==> src/rtl/ising_run_ctrl.sv <==
// Run sequencer for the coupled-oscillator Ising array: holds the array in reset,
// lets it anneal, then resolves each oscillator's phase against oscillator 0.
module ising_osc_lane #(
    parameter int SYNC_STAGES = 2,
    parameter int SAMPLE_LOG2 = 6
) (
    input  logic clk,
    input  logic rst_n,
    input  logic osc,
    input  logic s_ref,
    input  logic clr,
    input  logic en,
    output logic s,
    output logic spin
);
    localparam int MW = SAMPLE_LOG2 + 1;
    localparam logic [MW-1:0] HALF = MW'(2 ** (SAMPLE_LOG2 - 1));

    logic [SYNC_STAGES-1:0] sync;
    logic [MW-1:0]          match;
    logic [MW-1:0]          match_nx;

    always_ff @(posedge clk or negedge rst_n) begin
        if (!rst_n) sync <= '0;
        else        sync <= {sync[SYNC_STAGES-2:0], osc};
    end

    assign s        = sync[SYNC_STAGES-1];
    assign match_nx = match + MW'(s == s_ref);
    // Decision uses the count including the final window cycle; a tie resolves to 0.
    assign spin     = match_nx < HALF;

    always_ff @(posedge clk or negedge rst_n) begin
        if (!rst_n)   match <= '0;
        else if (clr) match <= '0;
        else if (en)  match <= match_nx;
    end
endmodule

module ising_run_ctrl #(
    parameter int NUM_SPINS   = 8,
    parameter int CNT_W       = 32,
    parameter int SAMPLE_LOG2 = 6,
    parameter int SYNC_STAGES = 2
) (
    input  logic                 clk,
    input  logic                 axi_rstn,
    input  logic                 start,
    input  logic                 abort,
    input  logic [CNT_W-1:0]     reset_cycles,
    input  logic [CNT_W-1:0]     run_cycles,
    input  logic [NUM_SPINS-1:0] osc_in,
    output logic                 ising_rstn,
    output logic                 busy,
    output logic                 done,
    output logic [NUM_SPINS-1:0] spin_out
);
    typedef enum logic [2:0] {S_IDLE, S_RESET, S_RUN, S_SAMPLE, S_DONE} state_t;

    localparam logic [CNT_W-1:0] W_LAST = CNT_W'((2 ** SAMPLE_LOG2) - 1);

    state_t               state;
    logic [CNT_W-1:0]     cnt;
    logic [CNT_W-1:0]     r_last;
    logic [CNT_W-1:0]     t_last;
    logic [NUM_SPINS-1:0] s_vec;
    logic [NUM_SPINS-1:0] lane_spin;
    logic                 start_acc;
    logic                 lane_clr;
    logic                 lane_en;

    assign start_acc = start && !abort && (state == S_IDLE || state == S_DONE);
    assign lane_clr  = start_acc || abort;
    assign lane_en   = (state == S_SAMPLE) && !abort;

    // Lane 0 compares against itself, so its match count is always W and its spin is 0.
    for (genvar i = 0; i < NUM_SPINS; i++) begin : g_lane
        ising_osc_lane #(
            .SYNC_STAGES(SYNC_STAGES),
            .SAMPLE_LOG2(SAMPLE_LOG2)
        ) u_lane (
            .clk  (clk),
            .rst_n(axi_rstn),
            .osc  (osc_in[i]),
            .s_ref(s_vec[0]),
            .clr  (lane_clr),
            .en   (lane_en),
            .s    (s_vec[i]),
            .spin (lane_spin[i])
        );
    end

    always_ff @(posedge clk or negedge axi_rstn) begin
        if (!axi_rstn) begin
            state      <= S_IDLE;
            cnt        <= '0;
            r_last     <= '0;
            t_last     <= '0;
            ising_rstn <= 1'b0;
            busy       <= 1'b0;
            done       <= 1'b0;
            spin_out   <= '0;
        end else if (abort) begin
            state      <= S_IDLE;
            cnt        <= '0;
            ising_rstn <= 1'b0;
            busy       <= 1'b0;
            done       <= 1'b0;
        end else begin
            case (state)
                S_IDLE, S_DONE: begin
                    if (start_acc) begin
                        // Store last-cycle indices; zero lengths collapse to one cycle.
                        r_last     <= (reset_cycles == '0) ? '0 : reset_cycles - 1'b1;
                        t_last     <= (run_cycles == '0) ? '0 : run_cycles - 1'b1;
                        cnt        <= '0;
                        state      <= S_RESET;
                        ising_rstn <= 1'b0;
                        busy       <= 1'b1;
                        done       <= 1'b0;
                    end
                end
                S_RESET: begin
                    if (cnt == r_last) begin
                        cnt        <= '0;
                        state      <= S_RUN;
                        ising_rstn <= 1'b1;
                    end else begin
                        cnt <= cnt + 1'b1;
                    end
                end
                S_RUN: begin
                    if (cnt == t_last) begin
                        cnt   <= '0;
                        state <= S_SAMPLE;
                    end else begin
                        cnt <= cnt + 1'b1;
                    end
                end
                S_SAMPLE: begin
                    if (cnt == W_LAST) begin
                        cnt      <= '0;
                        state    <= S_DONE;
                        busy     <= 1'b0;
                        done     <= 1'b1;
                        spin_out <= lane_spin;
                    end else begin
                        cnt <= cnt + 1'b1;
                    end
                end
                default: begin
                    state      <= S_IDLE;
                    ising_rstn <= 1'b0;
                    busy       <= 1'b0;
                    done       <= 1'b0;
                end
            endcase
        end
    end
endmodule

==> config.mk <==
export PLATFORM = sky130hd
export DESIGN_NAME = ising_run_ctrl
export DESIGN_NICKNAME = d
export VERILOG_FILES = /design/src/rtl/ising_run_ctrl.sv
export SDC_FILE = /design/constraint.sdc
export NUM_CORES = 1
export LEC_CHECK = 0
export CORE_ASPECT_RATIO = 1.5
export CORE_MARGIN = 4
export CORE_UTILIZATION = 40
export DETAILED_ROUTE_END_ITERATION = 6
export GPL_TIMING_DRIVEN = 1
export PLACE_DENSITY = 0.65
export SLEW_MARGIN = 15
export SYNTH_ARGS = -nofsm -noshare
export SYNTH_HDL_FRONTEND = slang
export SYNTH_HIERARCHICAL = 1
export SYNTH_SLANG_ARGS = --single-unit
==> constraint.sdc <==
create_clock -name clk -period 4.1 [get_ports clk]
set_input_delay 1.025 -clock clk [delete_from_list [all_inputs] [get_ports clk]]
set_output_delay 1.025 -clock clk [all_outputs]
set_load 0.02 [all_outputs]
== Word-level counts from Yosys, hierarchy flattened ==
Cells that the tools add are included.
Word-level totals
  flip-flop bits (word level): 182
  output and inout port bits: 11
  word-level logic and storage cells: 125
Operators by class
  $add $sub $neg: 11
  $lt $le $gt $ge: 8
  equal/unequal tests: 20
  multiplexer cells: 41
  bitwise operators: 1
  reduce and logical (&&, ||, !) cells: 20
Operator list (count)
  2-to-1 mux 32 bit: 7
  case mux 32 bit (4 select lines): 1
  2-to-1 mux 7 bit: 16
  == test 32 bit: 2
  logical NOT 32 bit: 2
  subtractor 32 x 1 -> 32 bit, second input constant: 2
  < comparator 7 x 6 -> 1 bit, second input constant: 8
  adder 7 x 1 -> 7 bit: 7
  adder 32 x 1 -> 32 bit, second input constant: 1
  == test 32 x 6 -> 1 bit, second input constant: 1
  2-to-1 mux 3 bit: 5
  case mux 3 bit (4 select lines): 1
  AND reduction 3 bit: 4
  != test 3 bit, second input constant: 3
  case mux 1 bit (3 select lines): 3
  2-to-1 mux 1 bit: 8
  adder 7 x 1 -> 7 bit, second input constant: 1
  == test 1 bit: 7
  == test 3 x 2 -> 1 bit, second input constant: 2
  OR reduction 2 bit: 3
  nonzero test 5 bit: 1
  != test 2 x 1 -> 1 bit, second input constant: 2
  AND reduction 4 bit: 1
  == test 3 x 1 -> 1 bit, second input constant: 1
  other kinds (9): 12

== Depth between registers and ports, before layout ==
Gate-level depths: netlist of run 1.
  depth after elaboration: 6
  gate-level depth with buffers: 10
  gate-level depth less buffers: 9

== By module ==
The synthesis of run 1 kept the hierarchy.
Modules (own cells, without submodules)
  ising_run_ctrl: instances 1, cells each 726, area an instance 6546.3 sq um, seq. area each 2752.6 sq um
  ising_osc_lane: instances 8, cells each 42, area an instance 442.9 sq um, seq. area each 225.2 sq um

== Least setup slack after synthesis of run 1 ==
OpenSTA, ideal clock, no wires.
  path type: in2reg
  from: in abort
  to: reg g_lane[0].u_lane.match[0]
  library setup time: 0.214 ns
  arrival: 3.449 ns
  path slack: 0.438 ns
  stages: 5
  cell sequence: clkbuf_1 -> a21oi_1 -> clkbuf_1 -> nor2_1 -> nor2_1
Between the ends
  word-level cells in the longest chain between the ends: 5
RTL lines
  start: declaration: line 49  | input logic abort,
  logical NOT 1 bit: line 72  | assign start_acc = start && !abort && (state == S_IDLE || state == S_DONE);
  logical AND 1 bit (2 in a row): line 72
  logical OR 1 bit *: line 73  | assign lane_clr = start_acc || abort;
  net lane_clr: line 69  | logic lane_clr;
  2-to-1 mux 7 bit or nonzero test 2 bit (tied branches)
  end signal: assignment: line 36  | else if (en) match <= match_nx;
  end: declaration: line 20  | logic [MW-1:0] match;
The timed path passes the listed nets; every way through them passes the cells marked *.
A chain may end at the register's enable or synchronous reset.

== Final worst setup path of run 1 ==
  from: in run_cycles[24]
  to: reg t_last[21]
Between the ends
  word-level cells in the longest chain between the ends: 2
RTL lines
  start: declaration: line 51  | input logic [CNT_W-1:0] run_cycles,
  logical NOT 32 bit: line 115  | t_last <= (run_cycles == '0) ? '0 : run_cycles - 1'b1;
  2-to-1 mux 32 bit: line 115
  end signal: assignment: line 115
  end: declaration: line 65  | logic [CNT_W-1:0] t_last;
Every way passes these cells.

==> key figures, run 1 <==
Clock network
  – H-tree levels: 4
  – Post-CTS Setup Bufs: 0
  – Register clock-pin slew on the reported worst setup and hold paths: 0.07 ns
  – Cts repair resizes: 0
  – Clock tree buffer depth: 2
  – TritonCTS Buffers: 17
  – Hold Buf Count CTS: 0
  – Root Driver: clkbuf_16
  – Later-pin clock latency in the skew report: 0.44 ns
  – Clock tree sinks: 182
  – TritonCTS clock tree: built

Synth
  – Post-synth ARST share: 100%
  – Largest family of logic cells by synthesized area: simple AND/OR/NAND/NOR gates
  – Ys Warns: 6
  – XOR/XNOR Fraction of Synth Area: 15.9%
  – Synth Register Bits: 182
  – Simple-Gate Fraction of Synth Area: 21.5%
  – Mux cell area share after synthesis: 2.70%
  – Most used DFF post-synth: dfrtp_1
  – Synth Area in Compound Gates: 8.57%
  – Synth Area in Adders: 3.60%
  – Post-synth cell types: 58
  – Register area share after synthesis: 45.1%
  – Syn nets: 1167
  – Average size of a mapped cell: 9.50 um2
  – Post-Syn Area: 10100 um2
  – Post-synthesis cell count: 1062
  – Post-synth EDFFs: 0

Worst setup path
  – Crit path DAT: 3.55 ns
  – Cell Chain, Critical Path: clkdlybuf4s50_1 > or4_4 > or3_1 > nor4_2 > nand2b_1 > o41ai_4 > buf_12 > a21oi_1 > a21o_1
  – CP Max Fanout: 32
  – Crit start category: input port
  – Worst Setup End Kind: register
  – Slowest cell on the critical path: or4_4
  – Worst setup path class: in -> reg
  – Reg2Reg Depth: 8
  – Critical path's largest stage delay: 0.52 ns
  – CP required: 4.43 ns

Route
  – Pre-Repair DR Iteration Count: 4
  – Wirelength per Cell: 16.2 um
  – Final WL: 23.8 mm
  – Antenna-violating nets left: 0
  – Post-route DRC violation count: 0
  – DR iter-0 viols: 438
  – Vias per cell: 5.30
  – Via Count: 7800

Finish
  – Share of layout cells above drive strength 1: 7.32%
  – Nets: 1239
  – N_diodes: 0
  – Design Area, Final: 11900 um2
  – Area Growth Syn to Fin: 18.0%

Floorplan
  – Core area: 24600 um2
  – Die H: 203 um
  – Initial Util: 41.0%
  – Row cnt: 70
  – Die W: 138 um
  – Total die area: 27900 um2
  – I/O pins: 87

Timing
  – Worst-margin pin slew: 0.803 ns
  – Final Max Tran Viols: 0
  – Crit path time final: 3.22 ns
  – Setup TNS: 0 ns
  – Max_slew headroom: 46.5%
  – RSZ-0062 raised after global routing: false
  – Final Hold Viols: 0
  – Skew final: 0.0108 ns
  – Setup violations, final: 0
  – Final worst-path cycle share: 78.6%
  – Max frequency: 310 MHz

Global routing
  – Initial antenna violation count: 0
  – Grt total ovfl: 0
  – GRT Total Usage: 17.6%
  – Largest net degree at the start of global routing: 83
  – First-pass GRT wire length: 38.7 mm
  – Vias in the first global route: 7844

Outcome
  – Run status: complete, no violations

Power and ir drop
  – Leak: 5.00 nW
  – PwrDens: 381 nW/um2
  – VDD IR max: 0.000270 V

Place
  – I/O Buffers: 86
  – Routability congestion estimate: 0.888
  – Instance area after placement: 11300 um2
  – HPWL after DPL: 17.6 mm

Job
  – Max_cap viols: 0

Hold path
  – WHS Path Cells: 0
  – Hold Path Class: reg -> reg
-- area by class of cell --
type                    instances  area (um2)
clock buffers                  17         425
clock inverters                15         158
fillers                      2342       12700
inverters                      11        41.3
multi-input cells             817        5280
flip-flops and latches        182        4550
well taps                     324         405
repair buffers                105        1040
-- flip-flops by register name, indices dropped and copies added (netlist names) --
register             flops
busy                     1
cnt                     32
done                     1
g_lane.u_lane/match     56
g_lane.u_lane/sync      16
ising_rstn               1
r_last                  32
spin_out                 8
state                    3
t_last                  32
-- power by group --
part / internal [W] / switching, W
Combinational: 0.000315 / 0.000391
Clock: 0.000864 / 0.000763
Sequential: 0.00201 / 0.000202
Total: 0.00319 / 0.00136
-- worst max-delay path: cells and delay by family --
family / cells / cell delay (ns)
compound gates: 3 / 0.56
buf+inv: 2 / 0.72
simple gates: 4 / 1.24
-- cell usage after synthesis, drive strengths merged (2+ instances only) --
cell type / number / share of area (%)
dfrtp: 182 / 45
nand2: 123 / 4.6
xor2: 120 / 10
nor2: 103 / 3.8
o21ai: 93 / 4.6
xnor2: 63 / 5.5
nand3: 41 / 2.4
nor4: 40 / 2.7
clkbuf: 34 / 1.3
ha: 29 / 3.6
nand4: 28 / 1.7
a21oi: 26 / 1.3
or3: 25 / 1.6
nor3: 22 / 1.1
buf: 18 / 0.91
mux2i: 16 / 1.6
inv: 11 / 0.41
mux2: 10 / 1.1
o31ai: 8 / 0.60
or4: 8 / 0.63
and3: 7 / 0.43
a21o: 6 / 0.45
and2: 4 / 0.25
and4: 4 / 0.35
o211ai: 4 / 0.30
nand2b: 3 / 0.19
nand3b: 3 / 0.22
nor2b: 3 / 0.19
nor3b: 3 / 0.27
nor4b: 3 / 0.32
a22o: 2 / 0.17
a31oi: 2 / 0.12
o21bai: 2 / 0.15
o41ai: 2 / 0.36
or2: 2 / 0.12
-- kinds of logic after synthesis --
| logic type | count (synthesis) |
|---|---|
| adder cells (fa/ha/maj) | 29 |
| AO/OA/AOI/OAI | 151 |
| XOR/XNOR | 183 |
| AND/OR/NAND/NOR | 428 |
| multiplexers | 26 |
| flip-flops | 182 |
| buffers and inverters | 63 |
-- layout by cell type (no fill, tap or decap), types with 17 or more instances in the layout --
master	count
nand4_1	28
nor2_1	102
a21oi_1	25
xnor2_1	63
ha_1	29
xor2_1	120
nor3_1	21
clkdlybuf4s50_1	85
nand2_1	123
nor4_1	36
dfrtp_1	182
o21ai_0	81
nand3_1	33
or3_1	25
clkbuf_16	17
-- per-layer routing --
metal | vias to the layer above | share of wire, % | global-route usage, %
met3 | 52 | 3.3 | 3.00
met1 | 3751 | 40 | 20.2
met5 | - | 0 | 0
met2 | 164 | 53 | 31.6
met4 | 0 | 3.4 | 7.63
li1 | 3833 | - | -
-- stage by stage --
stage | std cells | setup WS [ns] | hold WS, ns | power, W | util (%)
global placement | 1439 | 0.467 | 0.334 | 0.00294 | 46.0
CTS | 1471 | 0.888 | 0.352 | 0.00460 | 48.4
global route | 1471 | 0.692 | 0.360 | 0.00479 | 48.4
finish | 1471 | 0.878 | 0.349 | 0.00454 | 48.4
detailed placement | 1439 | 0.413 | 0.336 | 0.00296 | 46.0
floorplan | 1062 | 0.438 | 0.331 | 0.00261 | -
-- worst paths after layout --
kind / startpoint / end / slack [ns]
max reg2reg: cnt[31]$_DFFE_PN0P_ / cnt[31]$_DFFE_PN0P_ / 1.45
max: run_cycles[24] / t_last[21]$_DFFE_PN0P_ / 0.88
min in group asynchronous: axi_rstn / t_last[1]$_DFFE_PN0P_ / 0.63
max in group asynchronous: axi_rstn / g_lane[6].u_lane/match[1]$_DFFE_PN0P_ / 2.62
min: g_lane[1].u_lane/sync[0]$_DFF_PN0_ / g_lane[1].u_lane/sync[1]$_DFF_PN0_ / 0.35
min reg2reg: g_lane[1].u_lane/sync[0]$_DFF_PN0_ / g_lane[1].u_lane/sync[1]$_DFF_PN0_ / 0.35
Note: power is estimated with default switching activity, not from simulation.
==> inputs of run 2 (changes only) <==
clock period = 3 ns   (was 4.1 ns; I/O delays follow)
==> run 2 against run 1 <==
Net effect: setup slack got worse by 0.74 ns; design area rose by 4.7%; die area did not move; non-clock buffer count up 69; sequential power rose by 37%; critical path type unchanged; wire length grew 1.3%; largest cell class unchanged; clock power up 39%; clock-buffer cell count grew 2; sequential share of layout area decreased by 1.7 points; highest routed layer unchanged.
==> key figures, run 2 (synthesis results as in run 1) <==
Outcome
  – Run status: complete, no violations (unchanged)

Timing
  – Setup TNS: 0 ns (unchanged)
  – Worst-margin pin slew: 1.15 ns (was 0.803 ns)
  – Worst setup margin: 0.141 ns (was 0.878 ns)
  – Setup violations, final: 0 (unchanged)
  – Final worst-path cycle share: 95.3%
  – Max frequency: 350 MHz
  – Final Hold Viols: 0 (unchanged)
  – Crit path time final: 2.86 ns
  – Max_slew headroom: 23.4% (was 46.5%)
  – Skew final: 0.0116 ns (was 0.0108 ns)
  – Final Max Tran Viols: 0 (unchanged)
  – RSZ-0062 raised after global routing: false (unchanged)

Route
  – Via Count: 8076 (was 7800)
  – Final WL: 24.1 mm (was 23.8 mm)
  – DR iter-0 viols: 354 (was 438)
  – Post-route DRC violation count: 0 (unchanged)
  – Vias per cell: 5.24 (was 5.30)
  – Wirelength per Cell: 15.7 um (was 16.2 um)
  – Antenna-violating nets left: 0 (unchanged)
  – Pre-Repair DR Iteration Count: 5 (was 4)

Global routing
  – Vias in the first global route: 8080 (was 7844)
  – Grt total ovfl: 0 (unchanged)
  – Largest net degree at the start of global routing: 65 (was 83)
  – Initial antenna violation count: 0 (unchanged)
  – GRT Total Usage: 18.0% (was 17.6%)
  – First-pass GRT wire length: 40.4 mm (was 38.7 mm)

Clock network
  – TritonCTS clock tree: built (unchanged)
  – Root Driver: clkbuf_16 (unchanged)
  – Clock tree sinks: 182 (unchanged)
  – Hold Buf Count CTS: 0 (unchanged)
  – Register clock-pin slew on the reported worst setup and hold paths: 0.07 ns (about the same)
  – Later-pin clock latency in the skew report: 0.43 ns (was 0.44 ns)
  – Clock tree buffer depth: 2 (unchanged)
  – TritonCTS Buffers: 17 (unchanged)
  – H-tree levels: 4 (unchanged)

Power and ir drop
  – PwrDens: 507 nW/um2 (was 381 nW/um2)
  – VDD IR max: 0.000329 V (was 0.000270 V)
  – Leak: 5.37 nW (was 5.00 nW)

Finish
  – N_diodes: 0 (unchanged)
  – Largest reg by FF count: g_lane.u_lane/match (unchanged)
  – Nets: 1308 (was 1239)
  – Most common cell after layout, fill and taps aside: dfrtp_1 (unchanged)
  – Most frequent cells in the layout: dfrtp_1 (182), nand2_1 (123), xor2_1 (120) (unchanged)
  – Design Area, Final: 12500 um2 (was 11900 um2)
  – Share of layout cells above drive strength 1: 12.6% (was 7.32%)
  – Largest register FFs: 56 (unchanged)
  – Area Growth Syn to Fin: 23.6% (was 18.0%)

Worst setup path
  – Worst setup path class: in -> reg (unchanged)
  – Cell Chain, Critical Path: clkdlybuf4s50_1 > or4_4 > or3_1 > nor4_2 > nand2b_1 > o41ai_4 > buf_4 > a21oi_1 > a21o_1 (was clkdlybuf4s50_1 > or4_4 > or3_1 > nor4_2 > nand2b_1 > o41ai_4 > buf_12 > a21oi_1 > a21o_1)
  – CP Max Fanout: 3 (was 32)
  – Slowest cell on the critical path: or4_4 (unchanged)
  – Crit path DAT: 3.19 ns (was 3.55 ns)
  – CP Buf/Inv Count: 2 (unchanged)
  – Family with the most delay on the worst path: simple AND/OR/NAND/NOR gates (unchanged)
  – Crit start category: input port (unchanged)
  – CP required: 3.33 ns (was 4.43 ns)
  – Worst Setup End Kind: register (unchanged)
  – Critical path's largest stage delay: 0.53 ns (was 0.52 ns)

Job
  – Max_cap viols: 0 (unchanged)

Floorplan
  – Die H: 203 um (unchanged)
  – I/O pins: 87 (unchanged)
  – Die W: 138 um (unchanged)
  – Core area: 24600 um2 (unchanged)
  – Total die area: 27900 um2 (unchanged)
  – Initial Util: 41.0% (unchanged)
  – Row cnt: 70 (unchanged)

Place
  – Routability congestion estimate: 0.886 (was 0.888)
  – HPWL after DPL: 18.2 mm (was 17.6 mm)
  – Pre-CTS setup slack: -0.324 ns (was 0.413 ns)
  – I/O Buffers: 86 (unchanged)
  – Instance area after placement: 11900 um2 (was 11300 um2)

Hold path
  – Hold Path Class: in -> async (was reg -> reg)
==> run 2: cell types whose count changed in the layout (fill, tap and decap cells not counted), sizes merged <==
cell / delta
buf: +69
clkinv: +6
inv: -6
clkinvlp: -3
clkbuf: +2
bufinv: +1
==> run 2: cell type report <==
class	instances	area, um2
inverter	11	41.3
sequential	182	4550
multi-input combinational	817	5280
fill	2279	12100
clock buffer	19	453
timing repair buffer	174	1590
tap	324	405
clock inverter	13	148
==> run 2: per-stage QoR <==
| step | std cells | total power, W | utilization [%] | hold slack, ns |
|---|---|---|---|---|
| final | 1540 | 0.00633 | 50.7 | 0.270 |
| after detailed placement | 1508 | 0.00411 | 48.2 | 0.338 |
| after floorplan | 1062 | 0.00357 | - | 0.331 |
| after CTS | 1540 | 0.00639 | 50.7 | 0.293 |
| after global routing | 1540 | 0.00667 | 50.7 | 0.306 |
| after global placement | 1508 | 0.00408 | 48.2 | 0.335 |
==> run 2: per-layer routing <==
layer / up-vias / wire length (um) / track usage, %
met4: 0 / 847 / 7.77
met1: 3853 / 9710 / 21.1
met5: - / 0 / 0
met2: 199 / 12600 / 31.6
met3: 52 / 947 / 3.54
li1: 3972 / - / -
==> run 2: power breakdown <==
| part | switching, W | internal (W) | total [W] |
|---|---|---|---|
| sequential | 0.000277 | 0.00274 | 0.00302 |
| clock | 0.000989 | 0.00128 | 0.00227 |
| combinational | 0.000548 | 0.000484 | 0.00103 |
| total | 0.00181 | 0.00451 | 0.00633 |
==> run 2: final timing paths <==
path                       depth (start not counted)  slack, ns                               start                                     to
max                                                9       0.14                      run_cycles[27]                 t_last[23]$_DFFE_PN0P_
min                                                1       0.27                            axi_rstn  g_lane[7].u_lane/match[3]$_DFFE_PN0P_
max reg2reg                                        8       0.39                  cnt[2]$_DFFE_PN0P_                    cnt[22]$_DFFE_PN0P_
min reg2reg                                        0       0.35  g_lane[7].u_lane/sync[0]$_DFF_PN0_     g_lane[7].u_lane/sync[1]$_DFF_PN0_
max in group asynchronous                          2       2.05                            axi_rstn  g_lane[6].u_lane/match[2]$_DFFE_PN0P_
min in group clk                                   0       0.35  g_lane[7].u_lane/sync[0]$_DFF_PN0_     g_lane[7].u_lane/sync[1]$_DFF_PN0_
==> run 2: what timing repair did <==
item,CTS,global route
setup endpoints to repair,0,2
buffers inserted,0,0
resized for setup,0,1
==> inputs of run 3 (changes only) <==
==> constraint.sdc (replaced) <==
create_clock -name clk -period 2.95 [get_ports clk]
set_input_delay 0.7375 -clock clk [delete_from_list [all_inputs] [get_ports clk]]
set_output_delay 0.7375 -clock clk [all_outputs]
set_load 0.05 [all_outputs]
==> run 3 against run 2 <==
Net effect: sequential share of layout area is 0.31 points lower; hold slack worse by 0.055 ns; non-clock buffer count is 12 higher; utilization rose by 0.43 points; die area unchanged; power increased by 1.4%; flip-flop and latch count is the same; highest routed layer unchanged.
==> key figures, run 3 (synthesis results as in run 1) <==
Outcome
  – Run status: complete, no violations (unchanged)

Global routing
  – Vias in the first global route: 8261 (was 8080)
  – Largest net degree at the start of global routing: 66 (was 65)
  – Grt total ovfl: 0 (unchanged)
  – Initial antenna violation count: 0 (unchanged)
  – GRT Total Usage: 18.1% (was 18.0%)
  – First-pass GRT wire length: 40.4 mm (about the same)

Worst setup path
  – Worst Setup End Kind: register (unchanged)
  – Worst setup path class: in -> reg (unchanged)
  – Crit start category: input port (unchanged)
  – CP Max Fanout: 5 (was 3)
  – CP required: 3.27 ns (was 3.33 ns)
  – Crit path DAT: 3.10 ns (was 3.19 ns)

Job
  – Max_cap viols: 0 (unchanged)

Finish
  – Register Area: 4550 um2 (unchanged)
  – Most common cell after layout, fill and taps aside: dfrtp_1 (unchanged)
  – Fillers: 2335 (was 2279)
  – Share of layout cells above drive strength 1: 13.4% (was 12.6%)
  – Area Growth Syn to Fin: 24.7% (was 23.6%)
  – Largest register FFs: 56 (unchanged)
  – Design Area, Final: 12600 um2 (was 12500 um2)
  – Layout Cells excl Fill: 1551 (was 1540)
  – Largest reg by FF count: g_lane.u_lane/match (unchanged)
  – N_diodes: 0 (unchanged)
  – Multi-input combinational cell area: 5290 um2 (was 5280 um2)
  – Nets: 1320 (was 1308)
  – Most frequent cells in the layout: dfrtp_1 (182), nand2_1 (123), xor2_1 (120) (unchanged)

Route
  – DRT met1 WL: 9.54 mm (was 9.71 mm)
  – DR iter-0 viols: 437 (was 354)
  – Vias per cell: 5.22 (was 5.24)
  – DR top layer: met4 (unchanged)
  – Wirelength per Cell: 15.5 um (was 15.7 um)
  – Final WL: 24.1 mm (about the same)
  – Antenna-violating nets left: 0 (unchanged)
  – Post-route DRC violation count: 0 (unchanged)
  – Pre-Repair DR Iteration Count: 5 (unchanged)
  – Met3 wire len: 950 um (was 947 um)
  – Via Count: 8099 (was 8076)
  – Wire length on met2: 12.6 mm (about the same)

Clock network
  – H-tree levels: 4 (unchanged)
  – Clock tree sinks: 182 (unchanged)
  – Clock tree buffer depth: 2 (unchanged)
  – Register clock-pin slew on the reported worst setup and hold paths: 0.07 ns (about the same)
  – Later-pin clock latency in the skew report: 0.43 ns (about the same)
  – TritonCTS Buffers: 17 (unchanged)
  – TritonCTS clock tree: built (unchanged)
  – Root Driver: clkbuf_16 (unchanged)
  – Post-CTS Setup Bufs: 0 (unchanged)

Hold path
  – Hold Path Class: in -> async (unchanged)

Floorplan
  – Row cnt: 70 (unchanged)
  – Die W: 138 um (unchanged)
  – Total die area: 27900 um2 (unchanged)
  – Die H: 203 um (unchanged)
  – Initial Util: 41.0% (unchanged)
  – I/O pins: 87 (unchanged)
  – Core area: 24600 um2 (unchanged)

Timing
  – Final worst-path cycle share: 94.5%
  – Skew final: 0.00713 ns (was 0.0116 ns)
  – Final Max Tran Viols: 0 (unchanged)
  – Crit path time final: 2.79 ns
  – Worst hold margin: 0.215 ns (was 0.270 ns)
  – Setup violations, final: 0 (unchanged)
  – RSZ-0062 raised after global routing: false (unchanged)
  – Max frequency: 359 MHz
  – Max_slew headroom: 25.8% (was 23.4%)
  – Setup TNS: 0 ns (unchanged)
  – Worst-margin pin slew: 1.11 ns (was 1.15 ns)
  – Final Hold Viols: 0 (unchanged)

Power and ir drop
  – Leak: 5.42 nW (was 5.37 nW)
  – VDD IR max: 0.000313 V (was 0.000329 V)
  – PwrDens: 510 nW/um2 (was 507 nW/um2)

Place
  – HPWL after DPL: 18.3 mm (was 18.2 mm)
  – I/O Buffers: 86 (unchanged)
  – Routability congestion estimate: 0.876 (was 0.886)
  – Instance area after placement: 12000 um2 (was 11900 um2)
  – Placed cell count: 1520 (was 1508)
## run 3: changes by cell type in the layout (fill, tap and decap cells not counted), moves of 2 or more
cell / delta
buf_4: +10
clkinv_4: -5
inv_6: +4
clkinvlp_4: +3
buf_12: +2
## run 3: through the flow
stage                     power [W]  util, %  worst slack [ns]
after floorplan             0.00365        -             0.200
after global placement      0.00418     48.7            -0.309
after detailed placement    0.00421     48.7            -0.358
after CTS                   0.00651     51.1            0.0933
after global routing        0.00679     51.1            0.0118
final                       0.00642     51.1             0.161
## run 3: metal layers
| metal | vias up | track usage (%) |
|---|---|---|
| li1 | 3990 | - |
| met1 | 3877 | 20.9 |
| met2 | 178 | 31.8 |
| met3 | 54 | 3.67 |
| met4 | 0 | 8.31 |
| met5 | - | 0 |
## run 3: layout make-up
class	count	area share, %
Clock buffer	18	3.49
Clock inverter	13	1.15
Inverter	11	0.328
Multi-Input combinational cell	817	42.1
Sequential cell	182	36.2
Tap cell	324	3.22
Timing Repair Buffer	186	13.5
## run 3: report_power, final
| group | leakage (nW) | switching [W] | internal [W] |
|---|---|---|---|
| clock network | 0.280 | 0.000991 | 0.00128 |
| registers | 2.40 | 0.000281 | 0.00279 |
| logic | 2.74 | 0.000573 | 0.000503 |
## run 3: what timing repair did
action | CTS | global route
hold buffers | 0 | 0
endpoints found under the setup margin | 0 | 17
resized for setup | 0 | 2
## run 3: worst paths after layout
path	startpoint	slack, ns	to	depth (start not counted)
min	axi_rstn	0.21	g_lane[7].u_lane/match[6]$_DFFE_PN0P_	1
max reg2reg	cnt[2]$_DFFE_PN0P_	0.33	cnt[12]$_DFFE_PN0P_	8
max in group asynchronous	axi_rstn	2.08	t_last[5]$_DFFE_PN0P_	2
max	reset_cycles[8]	0.16	r_last[23]$_DFFE_PN0P_	8
min reg2reg	g_lane[1].u_lane/sync[0]$_DFF_PN0_	0.35	g_lane[1].u_lane/sync[1]$_DFF_PN0_	0
min in group clk	g_lane[1].u_lane/sync[0]$_DFF_PN0_	0.35	g_lane[1].u_lane/sync[1]$_DFF_PN0_	0
## run 3: worst max-delay path, cell delays in order
cell and delay, ns:
clkdlybuf4s50_1 0.41, or4_1 0.64, nor4b_2 0.43, nand3b_1 0.21
buf_4 0.19, nor4_1 0.24, xnor2_1 0.16, o21ai_0 0.08
